[src/rtl/calc2_pkg.sv]
// calc2_pkg: shared definitions for the calc2 arbiter slice.
//   - command encodings (NOP/ADD/SUB/SHL/SHR) and their unit class
//   - port count, tag width and the derived scoreboard geometry
//   - classify(): maps a raw command onto the unit that executes it
package calc2_pkg;

    localparam int NUM_PORTS = 4;
    localparam int TAG_W     = 2;
    localparam int CMD_W     = 4;
    localparam int PORT_W    = 2;
    // One scoreboard bit per {port, tag}
    localparam int SB_W      = NUM_PORTS * (1 << TAG_W);
    localparam int SB_IDX_W  = PORT_W + TAG_W;

    typedef enum logic [CMD_W-1:0] {
        CMD_NOP = 4'd0,
        CMD_ADD = 4'd1,
        CMD_SUB = 4'd2,
        CMD_SHL = 4'd5,
        CMD_SHR = 4'd6
    } cmd_e;

    typedef enum logic [1:0] {
        CLS_IDLE,
        CLS_ADDER,
        CLS_SHIFT,
        CLS_INVALID
    } unit_cls_e;

    function automatic unit_cls_e classify(input logic [CMD_W-1:0] cmd);
        unit_cls_e cls;
        case (cmd)
            CMD_NOP:          cls = CLS_IDLE;
            CMD_ADD, CMD_SUB: cls = CLS_ADDER;
            CMD_SHL, CMD_SHR: cls = CLS_SHIFT;
            default:          cls = CLS_INVALID;
        endcase
        return cls;
    endfunction

endpackage

[src/rtl/calc2_arbiter_if.sv]
// calc2_arbiter_if: bundle of all request, dispatch, completion and status
// signals of the calc2 arbiter.
//   slave  modport: the arbiter (consumes requests/completions, drives acks,
//                   dispatches, invalid-op pulses and sb_err)
//   master modport: the environment (requesters and execution units)
interface calc2_arbiter_if;
    import calc2_pkg::*;

    // Requester ports
    logic [CMD_W-1:0]    req1_cmd_in, req2_cmd_in, req3_cmd_in, req4_cmd_in;
    logic [TAG_W-1:0]    req1_tag_in, req2_tag_in, req3_tag_in, req4_tag_in;
    logic                req1_ack, req2_ack, req3_ack, req4_ack;

    // Unit dispatch
    logic                prio_adder_vld, prio_shift_vld;
    logic [CMD_W-1:0]    prio_adder_cmd, prio_shift_cmd;
    logic [SB_IDX_W-1:0] prio_adder_tag, prio_shift_tag;

    // Unit completion
    logic                adder_done, shift_done;
    logic [SB_IDX_W-1:0] adder_done_tag, shift_done_tag;

    // Status
    logic                port1_invalid_op, port2_invalid_op, port3_invalid_op, port4_invalid_op;
    logic [TAG_W-1:0]    port1_invalid_tag, port2_invalid_tag, port3_invalid_tag, port4_invalid_tag;
    logic                sb_err;

    modport slave (
        input  req1_cmd_in, req2_cmd_in, req3_cmd_in, req4_cmd_in,
        input  req1_tag_in, req2_tag_in, req3_tag_in, req4_tag_in,
        output req1_ack, req2_ack, req3_ack, req4_ack,
        output prio_adder_vld, prio_adder_cmd, prio_adder_tag,
        output prio_shift_vld, prio_shift_cmd, prio_shift_tag,
        input  adder_done, shift_done, adder_done_tag, shift_done_tag,
        output port1_invalid_op, port2_invalid_op, port3_invalid_op, port4_invalid_op,
        output port1_invalid_tag, port2_invalid_tag, port3_invalid_tag, port4_invalid_tag,
        output sb_err
    );

    modport master (
        output req1_cmd_in, req2_cmd_in, req3_cmd_in, req4_cmd_in,
        output req1_tag_in, req2_tag_in, req3_tag_in, req4_tag_in,
        input  req1_ack, req2_ack, req3_ack, req4_ack,
        input  prio_adder_vld, prio_adder_cmd, prio_adder_tag,
        input  prio_shift_vld, prio_shift_cmd, prio_shift_tag,
        output adder_done, shift_done, adder_done_tag, shift_done_tag,
        input  port1_invalid_op, port2_invalid_op, port3_invalid_op, port4_invalid_op,
        input  port1_invalid_tag, port2_invalid_tag, port3_invalid_tag, port4_invalid_tag,
        input  sb_err
    );

endinterface

[src/rtl/calc2_rr_pick.sv]
// calc2_rr_pick: combinational round-robin picker.
//   req      : one request bit per port (bit 0 = port 1)
//   ptr      : port index where the search starts
//   grant    : one-hot grant (all zero when nothing requests)
//   any      : a grant was issued
//   ptr_next : granted port + 1 (wrapping), or ptr when nothing was granted
module calc2_rr_pick
    import calc2_pkg::*;
(
    input  logic [NUM_PORTS-1:0] req,
    input  logic [PORT_W-1:0]    ptr,
    output logic [NUM_PORTS-1:0] grant,
    output logic                 any,
    output logic [PORT_W-1:0]    ptr_next
);

    logic [PORT_W-1:0] idx;

    always_comb begin
        grant    = '0;
        any      = 1'b0;
        ptr_next = ptr;
        idx      = '0;
        // Ascending search from ptr; the 2-bit index wraps port 4 back to port 1
        for (int i = 0; i < NUM_PORTS; i++) begin
            idx = ptr + PORT_W'(i);
            if (!any && req[idx]) begin
                grant[idx] = 1'b1;
                any        = 1'b1;
                ptr_next   = idx + PORT_W'(1);
            end
        end
    end

endmodule

[src/rtl/calc2_arbiter.sv]
// calc2_arbiter: four-port command arbiter for an adder and a shifter unit.
//   c_clk  : clock, all state on the rising edge
//   reset  : synchronous active-high reset
//   bus    : calc2_arbiter_if.slave -- requests/acks, registered unit
//            dispatch (vld/cmd/{port,tag}), unit completions, registered
//            invalid-command pulses and the sticky scoreboard error.
// Each {port,tag} may have only one operation in flight; a 16-bit
// scoreboard tracks them. Each unit has its own round-robin pointer.
module calc2_arbiter
    import calc2_pkg::*;
(
    input  logic            c_clk,
    input  logic            reset,
    calc2_arbiter_if.slave  bus
);

    logic [CMD_W-1:0]      cmd_in [NUM_PORTS];
    logic [TAG_W-1:0]      tag_in [NUM_PORTS];
    unit_cls_e             cls    [NUM_PORTS];
    logic [NUM_PORTS-1:0]  add_req, shf_req, inv_req, ack;
    logic [NUM_PORTS-1:0]  add_gnt, shf_gnt;
    logic                  add_any, shf_any;
    logic [PORT_W-1:0]     add_ptr, shf_ptr, add_ptr_next, shf_ptr_next;

    logic [SB_W-1:0]       sb_q, sb_d;
    logic                  sb_err_q, err_d;

    logic [CMD_W-1:0]      add_cmd_d, shf_cmd_d;
    logic [SB_IDX_W-1:0]   add_tag_d, shf_tag_d;

    logic                  add_vld_p1, shf_vld_p1;
    logic [CMD_W-1:0]      add_cmd_p1, shf_cmd_p1;
    logic [SB_IDX_W-1:0]   add_tag_p1, shf_tag_p1;
    logic [NUM_PORTS-1:0]  inv_vld_p1;
    logic [TAG_W-1:0]      inv_tag_p1 [NUM_PORTS];

    function automatic logic [SB_IDX_W-1:0] sb_idx(input int port, input logic [TAG_W-1:0] tag);
        return {PORT_W'(port), tag};
    endfunction

    assign cmd_in[0] = bus.req1_cmd_in;
    assign cmd_in[1] = bus.req2_cmd_in;
    assign cmd_in[2] = bus.req3_cmd_in;
    assign cmd_in[3] = bus.req4_cmd_in;
    assign tag_in[0] = bus.req1_tag_in;
    assign tag_in[1] = bus.req2_tag_in;
    assign tag_in[2] = bus.req3_tag_in;
    assign tag_in[3] = bus.req4_tag_in;

    // Request qualification: class decode, registered scoreboard check,
    // everything suppressed while reset is high
    always_comb begin
        add_req = '0;
        shf_req = '0;
        inv_req = '0;
        for (int p = 0; p < NUM_PORTS; p++) begin
            cls[p]     = classify(cmd_in[p]);
            add_req[p] = !reset && (cls[p] == CLS_ADDER)   && !sb_q[sb_idx(p, tag_in[p])];
            shf_req[p] = !reset && (cls[p] == CLS_SHIFT)   && !sb_q[sb_idx(p, tag_in[p])];
            inv_req[p] = !reset && (cls[p] == CLS_INVALID);
        end
    end

    calc2_rr_pick u_add_pick (
        .req      (add_req),
        .ptr      (add_ptr),
        .grant    (add_gnt),
        .any      (add_any),
        .ptr_next (add_ptr_next)
    );

    calc2_rr_pick u_shf_pick (
        .req      (shf_req),
        .ptr      (shf_ptr),
        .grant    (shf_gnt),
        .any      (shf_any),
        .ptr_next (shf_ptr_next)
    );

    // Invalid commands are consumed unconditionally, in parallel with grants
    assign ack = add_gnt | shf_gnt | inv_req;
    assign bus.req1_ack = ack[0];
    assign bus.req2_ack = ack[1];
    assign bus.req3_ack = ack[2];
    assign bus.req4_ack = ack[3];

    // Dispatch mux: zeros when the unit has no grant
    always_comb begin
        add_cmd_d = '0;
        add_tag_d = '0;
        shf_cmd_d = '0;
        shf_tag_d = '0;
        for (int p = 0; p < NUM_PORTS; p++) begin
            if (add_gnt[p]) begin
                add_cmd_d = cmd_in[p];
                add_tag_d = sb_idx(p, tag_in[p]);
            end
            if (shf_gnt[p]) begin
                shf_cmd_d = cmd_in[p];
                shf_tag_d = sb_idx(p, tag_in[p]);
            end
        end
    end

    // Scoreboard update. A grant only targets a clear bit and a valid
    // completion only targets a set bit, so set and clear never collide.
    // Duplicate completions of the same {port,tag} clear once and flag.
    always_comb begin
        sb_d  = sb_q;
        err_d = 1'b0;
        if (bus.adder_done) begin
            if (sb_q[bus.adder_done_tag]) sb_d[bus.adder_done_tag] = 1'b0;
            else                          err_d = 1'b1;
        end
        if (bus.shift_done) begin
            if (bus.adder_done && (bus.adder_done_tag == bus.shift_done_tag)) err_d = 1'b1;
            else if (sb_q[bus.shift_done_tag]) sb_d[bus.shift_done_tag] = 1'b0;
            else                               err_d = 1'b1;
        end
        for (int p = 0; p < NUM_PORTS; p++) begin
            if (add_gnt[p] || shf_gnt[p]) sb_d[sb_idx(p, tag_in[p])] = 1'b1;
        end
    end

    // ---- stage p1: registered dispatch, invalid pulses, scoreboard ----
    always_ff @(posedge c_clk) begin
        if (reset) begin
            sb_q       <= '0;
            sb_err_q   <= 1'b0;
            add_ptr    <= '0;
            shf_ptr    <= '0;
            add_vld_p1 <= 1'b0;
            add_cmd_p1 <= '0;
            add_tag_p1 <= '0;
            shf_vld_p1 <= 1'b0;
            shf_cmd_p1 <= '0;
            shf_tag_p1 <= '0;
            inv_vld_p1 <= '0;
            for (int p = 0; p < NUM_PORTS; p++) inv_tag_p1[p] <= '0;
        end else begin
            sb_q       <= sb_d;
            sb_err_q   <= sb_err_q | err_d;
            add_ptr    <= add_ptr_next;
            shf_ptr    <= shf_ptr_next;
            add_vld_p1 <= add_any;
            add_cmd_p1 <= add_cmd_d;
            add_tag_p1 <= add_tag_d;
            shf_vld_p1 <= shf_any;
            shf_cmd_p1 <= shf_cmd_d;
            shf_tag_p1 <= shf_tag_d;
            inv_vld_p1 <= inv_req;
            for (int p = 0; p < NUM_PORTS; p++)
                inv_tag_p1[p] <= inv_req[p] ? tag_in[p] : '0;
        end
    end

    assign bus.prio_adder_vld    = add_vld_p1;
    assign bus.prio_adder_cmd    = add_cmd_p1;
    assign bus.prio_adder_tag    = add_tag_p1;
    assign bus.prio_shift_vld    = shf_vld_p1;
    assign bus.prio_shift_cmd    = shf_cmd_p1;
    assign bus.prio_shift_tag    = shf_tag_p1;
    assign bus.port1_invalid_op  = inv_vld_p1[0];
    assign bus.port2_invalid_op  = inv_vld_p1[1];
    assign bus.port3_invalid_op  = inv_vld_p1[2];
    assign bus.port4_invalid_op  = inv_vld_p1[3];
    assign bus.port1_invalid_tag = inv_tag_p1[0];
    assign bus.port2_invalid_tag = inv_tag_p1[1];
    assign bus.port3_invalid_tag = inv_tag_p1[2];
    assign bus.port4_invalid_tag = inv_tag_p1[3];
    assign bus.sb_err            = sb_err_q;

endmodule

[src/flat_wrapper.sv]
// flat-port wrapper written by rule: the top's interface ports become plain ports
module calc2_arbiter_flat import calc2_pkg::*;
  (c_clk, reset, bus_req1_cmd_in, bus_req2_cmd_in, bus_req3_cmd_in, bus_req4_cmd_in, bus_req1_tag_in, bus_req2_tag_in, bus_req3_tag_in, bus_req4_tag_in, bus_req1_ack, bus_req2_ack, bus_req3_ack, bus_req4_ack, bus_prio_adder_vld, bus_prio_adder_cmd, bus_prio_adder_tag, bus_prio_shift_vld, bus_prio_shift_cmd, bus_prio_shift_tag, bus_adder_done, bus_shift_done, bus_adder_done_tag, bus_shift_done_tag, bus_port1_invalid_op, bus_port2_invalid_op, bus_port3_invalid_op, bus_port4_invalid_op, bus_port1_invalid_tag, bus_port2_invalid_tag, bus_port3_invalid_tag, bus_port4_invalid_tag, bus_sb_err);
  calc2_arbiter_if bus_i ();
  input  logic c_clk;
  input  logic reset;
  input wire logic [$bits(bus_i.req1_cmd_in)-1:0] bus_req1_cmd_in;
  input wire logic [$bits(bus_i.req2_cmd_in)-1:0] bus_req2_cmd_in;
  input wire logic [$bits(bus_i.req3_cmd_in)-1:0] bus_req3_cmd_in;
  input wire logic [$bits(bus_i.req4_cmd_in)-1:0] bus_req4_cmd_in;
  input wire logic [$bits(bus_i.req1_tag_in)-1:0] bus_req1_tag_in;
  input wire logic [$bits(bus_i.req2_tag_in)-1:0] bus_req2_tag_in;
  input wire logic [$bits(bus_i.req3_tag_in)-1:0] bus_req3_tag_in;
  input wire logic [$bits(bus_i.req4_tag_in)-1:0] bus_req4_tag_in;
  output wire logic [$bits(bus_i.req1_ack)-1:0] bus_req1_ack;
  output wire logic [$bits(bus_i.req2_ack)-1:0] bus_req2_ack;
  output wire logic [$bits(bus_i.req3_ack)-1:0] bus_req3_ack;
  output wire logic [$bits(bus_i.req4_ack)-1:0] bus_req4_ack;
  output wire logic [$bits(bus_i.prio_adder_vld)-1:0] bus_prio_adder_vld;
  output wire logic [$bits(bus_i.prio_adder_cmd)-1:0] bus_prio_adder_cmd;
  output wire logic [$bits(bus_i.prio_adder_tag)-1:0] bus_prio_adder_tag;
  output wire logic [$bits(bus_i.prio_shift_vld)-1:0] bus_prio_shift_vld;
  output wire logic [$bits(bus_i.prio_shift_cmd)-1:0] bus_prio_shift_cmd;
  output wire logic [$bits(bus_i.prio_shift_tag)-1:0] bus_prio_shift_tag;
  input wire logic [$bits(bus_i.adder_done)-1:0] bus_adder_done;
  input wire logic [$bits(bus_i.shift_done)-1:0] bus_shift_done;
  input wire logic [$bits(bus_i.adder_done_tag)-1:0] bus_adder_done_tag;
  input wire logic [$bits(bus_i.shift_done_tag)-1:0] bus_shift_done_tag;
  output wire logic [$bits(bus_i.port1_invalid_op)-1:0] bus_port1_invalid_op;
  output wire logic [$bits(bus_i.port2_invalid_op)-1:0] bus_port2_invalid_op;
  output wire logic [$bits(bus_i.port3_invalid_op)-1:0] bus_port3_invalid_op;
  output wire logic [$bits(bus_i.port4_invalid_op)-1:0] bus_port4_invalid_op;
  output wire logic [$bits(bus_i.port1_invalid_tag)-1:0] bus_port1_invalid_tag;
  output wire logic [$bits(bus_i.port2_invalid_tag)-1:0] bus_port2_invalid_tag;
  output wire logic [$bits(bus_i.port3_invalid_tag)-1:0] bus_port3_invalid_tag;
  output wire logic [$bits(bus_i.port4_invalid_tag)-1:0] bus_port4_invalid_tag;
  output wire logic [$bits(bus_i.sb_err)-1:0] bus_sb_err;
  assign bus_i.req1_cmd_in = bus_req1_cmd_in;
  assign bus_i.req2_cmd_in = bus_req2_cmd_in;
  assign bus_i.req3_cmd_in = bus_req3_cmd_in;
  assign bus_i.req4_cmd_in = bus_req4_cmd_in;
  assign bus_i.req1_tag_in = bus_req1_tag_in;
  assign bus_i.req2_tag_in = bus_req2_tag_in;
  assign bus_i.req3_tag_in = bus_req3_tag_in;
  assign bus_i.req4_tag_in = bus_req4_tag_in;
  assign bus_req1_ack = bus_i.req1_ack;
  assign bus_req2_ack = bus_i.req2_ack;
  assign bus_req3_ack = bus_i.req3_ack;
  assign bus_req4_ack = bus_i.req4_ack;
  assign bus_prio_adder_vld = bus_i.prio_adder_vld;
  assign bus_prio_adder_cmd = bus_i.prio_adder_cmd;
  assign bus_prio_adder_tag = bus_i.prio_adder_tag;
  assign bus_prio_shift_vld = bus_i.prio_shift_vld;
  assign bus_prio_shift_cmd = bus_i.prio_shift_cmd;
  assign bus_prio_shift_tag = bus_i.prio_shift_tag;
  assign bus_i.adder_done = bus_adder_done;
  assign bus_i.shift_done = bus_shift_done;
  assign bus_i.adder_done_tag = bus_adder_done_tag;
  assign bus_i.shift_done_tag = bus_shift_done_tag;
  assign bus_port1_invalid_op = bus_i.port1_invalid_op;
  assign bus_port2_invalid_op = bus_i.port2_invalid_op;
  assign bus_port3_invalid_op = bus_i.port3_invalid_op;
  assign bus_port4_invalid_op = bus_i.port4_invalid_op;
  assign bus_port1_invalid_tag = bus_i.port1_invalid_tag;
  assign bus_port2_invalid_tag = bus_i.port2_invalid_tag;
  assign bus_port3_invalid_tag = bus_i.port3_invalid_tag;
  assign bus_port4_invalid_tag = bus_i.port4_invalid_tag;
  assign bus_sb_err = bus_i.sb_err;
  calc2_arbiter u_core (.c_clk(c_clk), .reset(reset), .bus(bus_i));
endmodule
[config.mk]
export PLATFORM = sky130hd
export DESIGN_NAME = calc2_arbiter_flat
export DESIGN_NICKNAME = d
export VERILOG_FILES = /design/src/rtl/calc2_pkg.sv /design/src/rtl/calc2_arbiter_if.sv /design/src/rtl/calc2_rr_pick.sv /design/src/rtl/calc2_arbiter.sv /design/src/flat_wrapper.sv
export SDC_FILE = /design/constraint.sdc
export NUM_CORES = 1
export LEC_CHECK = 0
export BUFFER_PORTS_ARGS = -buffer_cell sky130_fd_sc_hd__buf_2
export CORE_ASPECT_RATIO = 1.25
export CORE_MARGIN = 4
export CORE_UTILIZATION = 43
export DETAILED_ROUTE_END_ITERATION = 10
export PLACE_DENSITY = 0.64
export SETUP_SLACK_MARGIN = 0.15
export SYNTH_ARGS = -nofsm -noshare
export SYNTH_HDL_FRONTEND = slang
export SYNTH_HIERARCHICAL = 1
export SYNTH_SLANG_ARGS = --single-unit
[constraint.sdc]
create_clock -name c_clk -period 13 [get_ports c_clk]
set_input_delay 2.6 -clock c_clk [delete_from_list [all_inputs] [get_ports c_clk]]
set_output_delay 2.6 -clock c_clk [all_outputs]
set_load 0.01 [all_outputs]
==> key figures <==
Setup path
  • R2R cell count: 12
  • Reg2Reg Setup Slack: 8.53 ns
  • Critical R2R Launch: u_core/sb_q[15]$_SDFF_PP0_
  • Maximum fanout along the worst path: 8
  • CP arrival: 5.91 ns
  • Req. time, crit path: 10.40 ns
  • CP endpoint kind: output port
  • Startpoint Class: input port
  • Crit Reg-Reg Endpoint: u_core/bus.prio_shift_cmd[3]$_SDFF_PP0_
  • Critical path class: input port to output port

Floorplan
  • Starting Density: 0.4391
  • Total die area: 10410 um^2
  • Std cell rows: 38
  • DIE HEIGHT: 113.1 um
  • Io pins: 71
  • Die W: 92.08 um
  • Core Area: 8653 um^2

Yosys
  • Syn Inst Count: 422
  • Synth Area in Adders: 0.03951
  • Mapped cell area: 3800 um^2
  • Synth cell types: 51
  • Asr flop ratio synth: 0
  • Main combinational cell family by area after synthesis: compound AO/OA/AOI/OAI gates
  • Synth warnings: 6
  • Net count after synthesis: 470
  • Syn_area_per_cell: 9.004 um^2
  • Sequential area share after synthesis: 0.2687
  • Post-synthesis compound-gate area fraction: 0.2239
  • EDFF count, synth: 0
  • Post-Synth Simple-Gate Area: 0.2239
  • XOR/XNOR Fraction of Synth Area: 0.02305
  • Synth Flop Type: dfxtp_1
  • Mux cell area share after synthesis: 0.1683
  • Number of synthesized register bits: 51

Cells and area
  • Design area: 4287 um^2
  • Register Area: 1021 um^2
  • Area growth syn-to-layout: 12.81%
  • Filler cells: 874
  • Nets@finish: 524
  • Layout cells sized above 1: 0.2558
  • ANT cells: 0
  • Multi-input logic area: 2579 um^2

STA
  • Minimum clock period: 8.509 ns
  • Setup ws final: 4.491 ns
  • Final period util: 0.6545
  • Max Clk Rate: 0.1175 GHz
  • Slew at the pin closest to its max-slew limit: 1.249 ns
  • Unrepaired setup endpoints after global routing: false
  • TNS Setup: 0 ns
  • Setup-failing EPs final: 0
  • Fin. Hold Viols: 0
  • Hold slack: 0.5591 ns
  • Relative slew slack: 0.1555
  • Final slew viol count: 0
  • Clock skew: 0.01329 ns

CTS
  • Clock Latency Late Sink: 0.32 ns
  • Setup bufs post-CTS: 0
  • Post-cts repair resize count: 0
  • # clock sinks: 51
  • Root buffer cell: clkbuf_8
  • Worst-path clk slew: 0.10 ns
  • CTS H-tree lvls: 2
  • CTS tree: done
  • Cts bufs inserted: 5
  • CTS Buffer Depth: 2
  • Cts hold-fix bufs: 0

Hold path
  • Worst Hold Path EP: u_core/sb_q[11]$_SDFF_PP0_
  • Hold Path Class: register to register
  • Min-delay src: u_core/sb_q[11]$_SDFF_PP0_
  • Hold Path Depth: 2

Placement
  • Port Buffers: 70
  • Detailed Place HPWL: 8533 um
  • Place WS: 4.528 ns
  • Routability congestion estimate: 0.8795
  • Area of placed instances: 4190 um^2

Pwr
  • Total power: 0.4830 mW
  • Worst VDD drop: 47.87 uV
  • Combinational power share: 0.397
  • Leak pwr: 1.610 nW
  • Pwr/cell area: 112.7 nW/um^2
  • Clk pwr share: 0.203
  • Internal power: 0.2983 mW
  • Sw Ratio: 0.3824
  • Sequential Power Share: 0.399
  • P_sw: 0.1847 mW

Routing
  • Vias/cell: 6.050
  • Antenna viol nets, final: 0
  • Routed vias: 3612
  • Iteration-0 DRC Markers: 264
  • Drt pass-1 iters: 5
  • Detailed Route WL: 11390 um
  • # DRC: 0
  • Routed wire per std cell: 19.08 um

Global route
  • GR Util All Layers: 0.2182
  • First-pass GRT wire length: 18210 um
  • Vias in the first global route: 3624
  • Initial antenna violation count: 0
  • Largest net degree at the start of global routing: 42
  • GRT Residual Overflow: 0

Job
  • Maxcap violations: 0

Outcome
  • Outcome: finished clean
==> routing by layer <==
layer / up-vias / share of wire / global-route usage
met4: 0 / 0.025 / 0.09514
met5: - / 0 / 0
li1: 1709 / - / -
met2: 158 / 0.52 / 0.3889
met1: 1718 / 0.40 / 0.2596
met3: 27 / 0.057 / 0.03191
==> power by group through the flow <==
stage | registers (mW) | logic [mW] | clock network, mW
after CTS | 0.193 | 0.190 | 0.103
after floorplan | 0.192 | 0.136 | 0
final | 0.193 | 0.192 | 0.0982
after global routing | 0.196 | 0.209 | 0.110
after detailed placement | 0.196 | 0.190 | 0
after global placement | 0.196 | 0.190 | 0
==> metrics by stage <==
stage / util / instances
5_1_grt: 0.4954 / 597
6_report: 0.4954 / 597
2_1_floorplan: - / 422
4_1_cts: 0.4954 / 597
3_5_place_dp: 0.4842 / 589
3_3_place_gp: 0.4842 / 589
==> cells by family after synthesis <==
group                      after synthesis
muxes                                   36
and+or+nand+nor                        153
DFF                                     51
adders and majority gates               12
buffers and inverters                   43
AOI/OAI and AO/OA                      117
xor gates and xnor gates                10
==> how the worst max path moves through the flow <==
| stage | cells after the start | from | end |
|---|---|---|---|
| after floorplan | 11 | bus_req4_tag_in[0] | bus_req3_ack |
| after global placement | 11 | bus_req4_tag_in[0] | bus_req2_ack |
| after detailed placement | 11 | bus_req4_tag_in[0] | bus_req2_ack |
| after CTS | 11 | bus_req4_tag_in[0] | bus_req2_ack |
| after global routing | 11 | bus_req4_tag_in[0] | bus_req2_ack |
| final | 11 | bus_req4_tag_in[0] | bus_req2_ack |
==> synthesized netlist by cell type, types with 7 or more instances <==
cell	count	share of area
dfxtp_1	51	0.27
nor2_1	36	0.036
a22oi_1	32	0.063
mux4_2	19	0.11
nor3_1	19	0.025
o21ai_0	17	0.022
inv_1	16	0.016
nand2_1	16	0.016
a21oi_1	15	0.020
nor2b_1	15	0.025
o211ai_1	13	0.026
and2_1	12	0.020
ha_1	12	0.040
buf_2	11	0.014
o22ai_1	11	0.018
clkbuf_1	10	0.0099
nand3_1	10	0.013
mux2i_1	8	0.021
or3_1	8	0.013
mux2_2	7	0.021
nand2b_1	7	0.012
xnor2_1	7	0.016
==> cell type report <==
| cell class | instances | area share |
|---|---|---|
| inverter | 16 | 0.01401 |
| clock inverter | 3 | 0.006421 |
| tap | 120 | 0.03503 |
| timing repair buffer | 74 | 0.08873 |
| clock buffer | 5 | 0.01605 |
| multi-input combinational | 328 | 0.6016 |
| sequential | 51 | 0.2382 |
==> sequential cells by signal, summed over array words and instances (netlist names) <==
name	flops
u_core/sb_q	16
u_core/inv_tag_p1	8
u_core/bus.prio_adder_cmd	4
u_core/bus.prio_adder_tag	4
u_core/bus.prio_shift_cmd	4
u_core/bus.prio_shift_tag	4
u_core/inv_vld_p1	4
u_core/add_ptr	2
u_core/shf_ptr	2
u_core/bus.prio_adder_vld	1
u_core/bus.prio_shift_vld	1
u_core/bus.sb_err	1
==> worst max-delay path, stage by stage <==
cell      delay (ns)
buf_2           0.17
mux4_2          0.54
or4_4           0.50
nor2_1          0.30
mux4_2          0.35
nor2b_4         0.21
a22oi_1         0.08
o21ai_0         0.68
nor2_1          0.21
nand2b_1        0.13
buf_2           0.13
==> cells in the final DEF (no fill, tap or decap), drive strengths merged, types with 8 or more instances in the layout <==
cell type,instances
nor2,36
nor3,19
nor2b,19
o211ai,13
and2,13
mux2i,8
buf,74
nand2,16
mux4,21
o21ai,17
a21oi,15
nand3,10
ha,12
a22oi,32
dfxtp,51
inv,17
o22ai,11
or3,8
No activity file was read; power rests on OpenSTA's default activity.
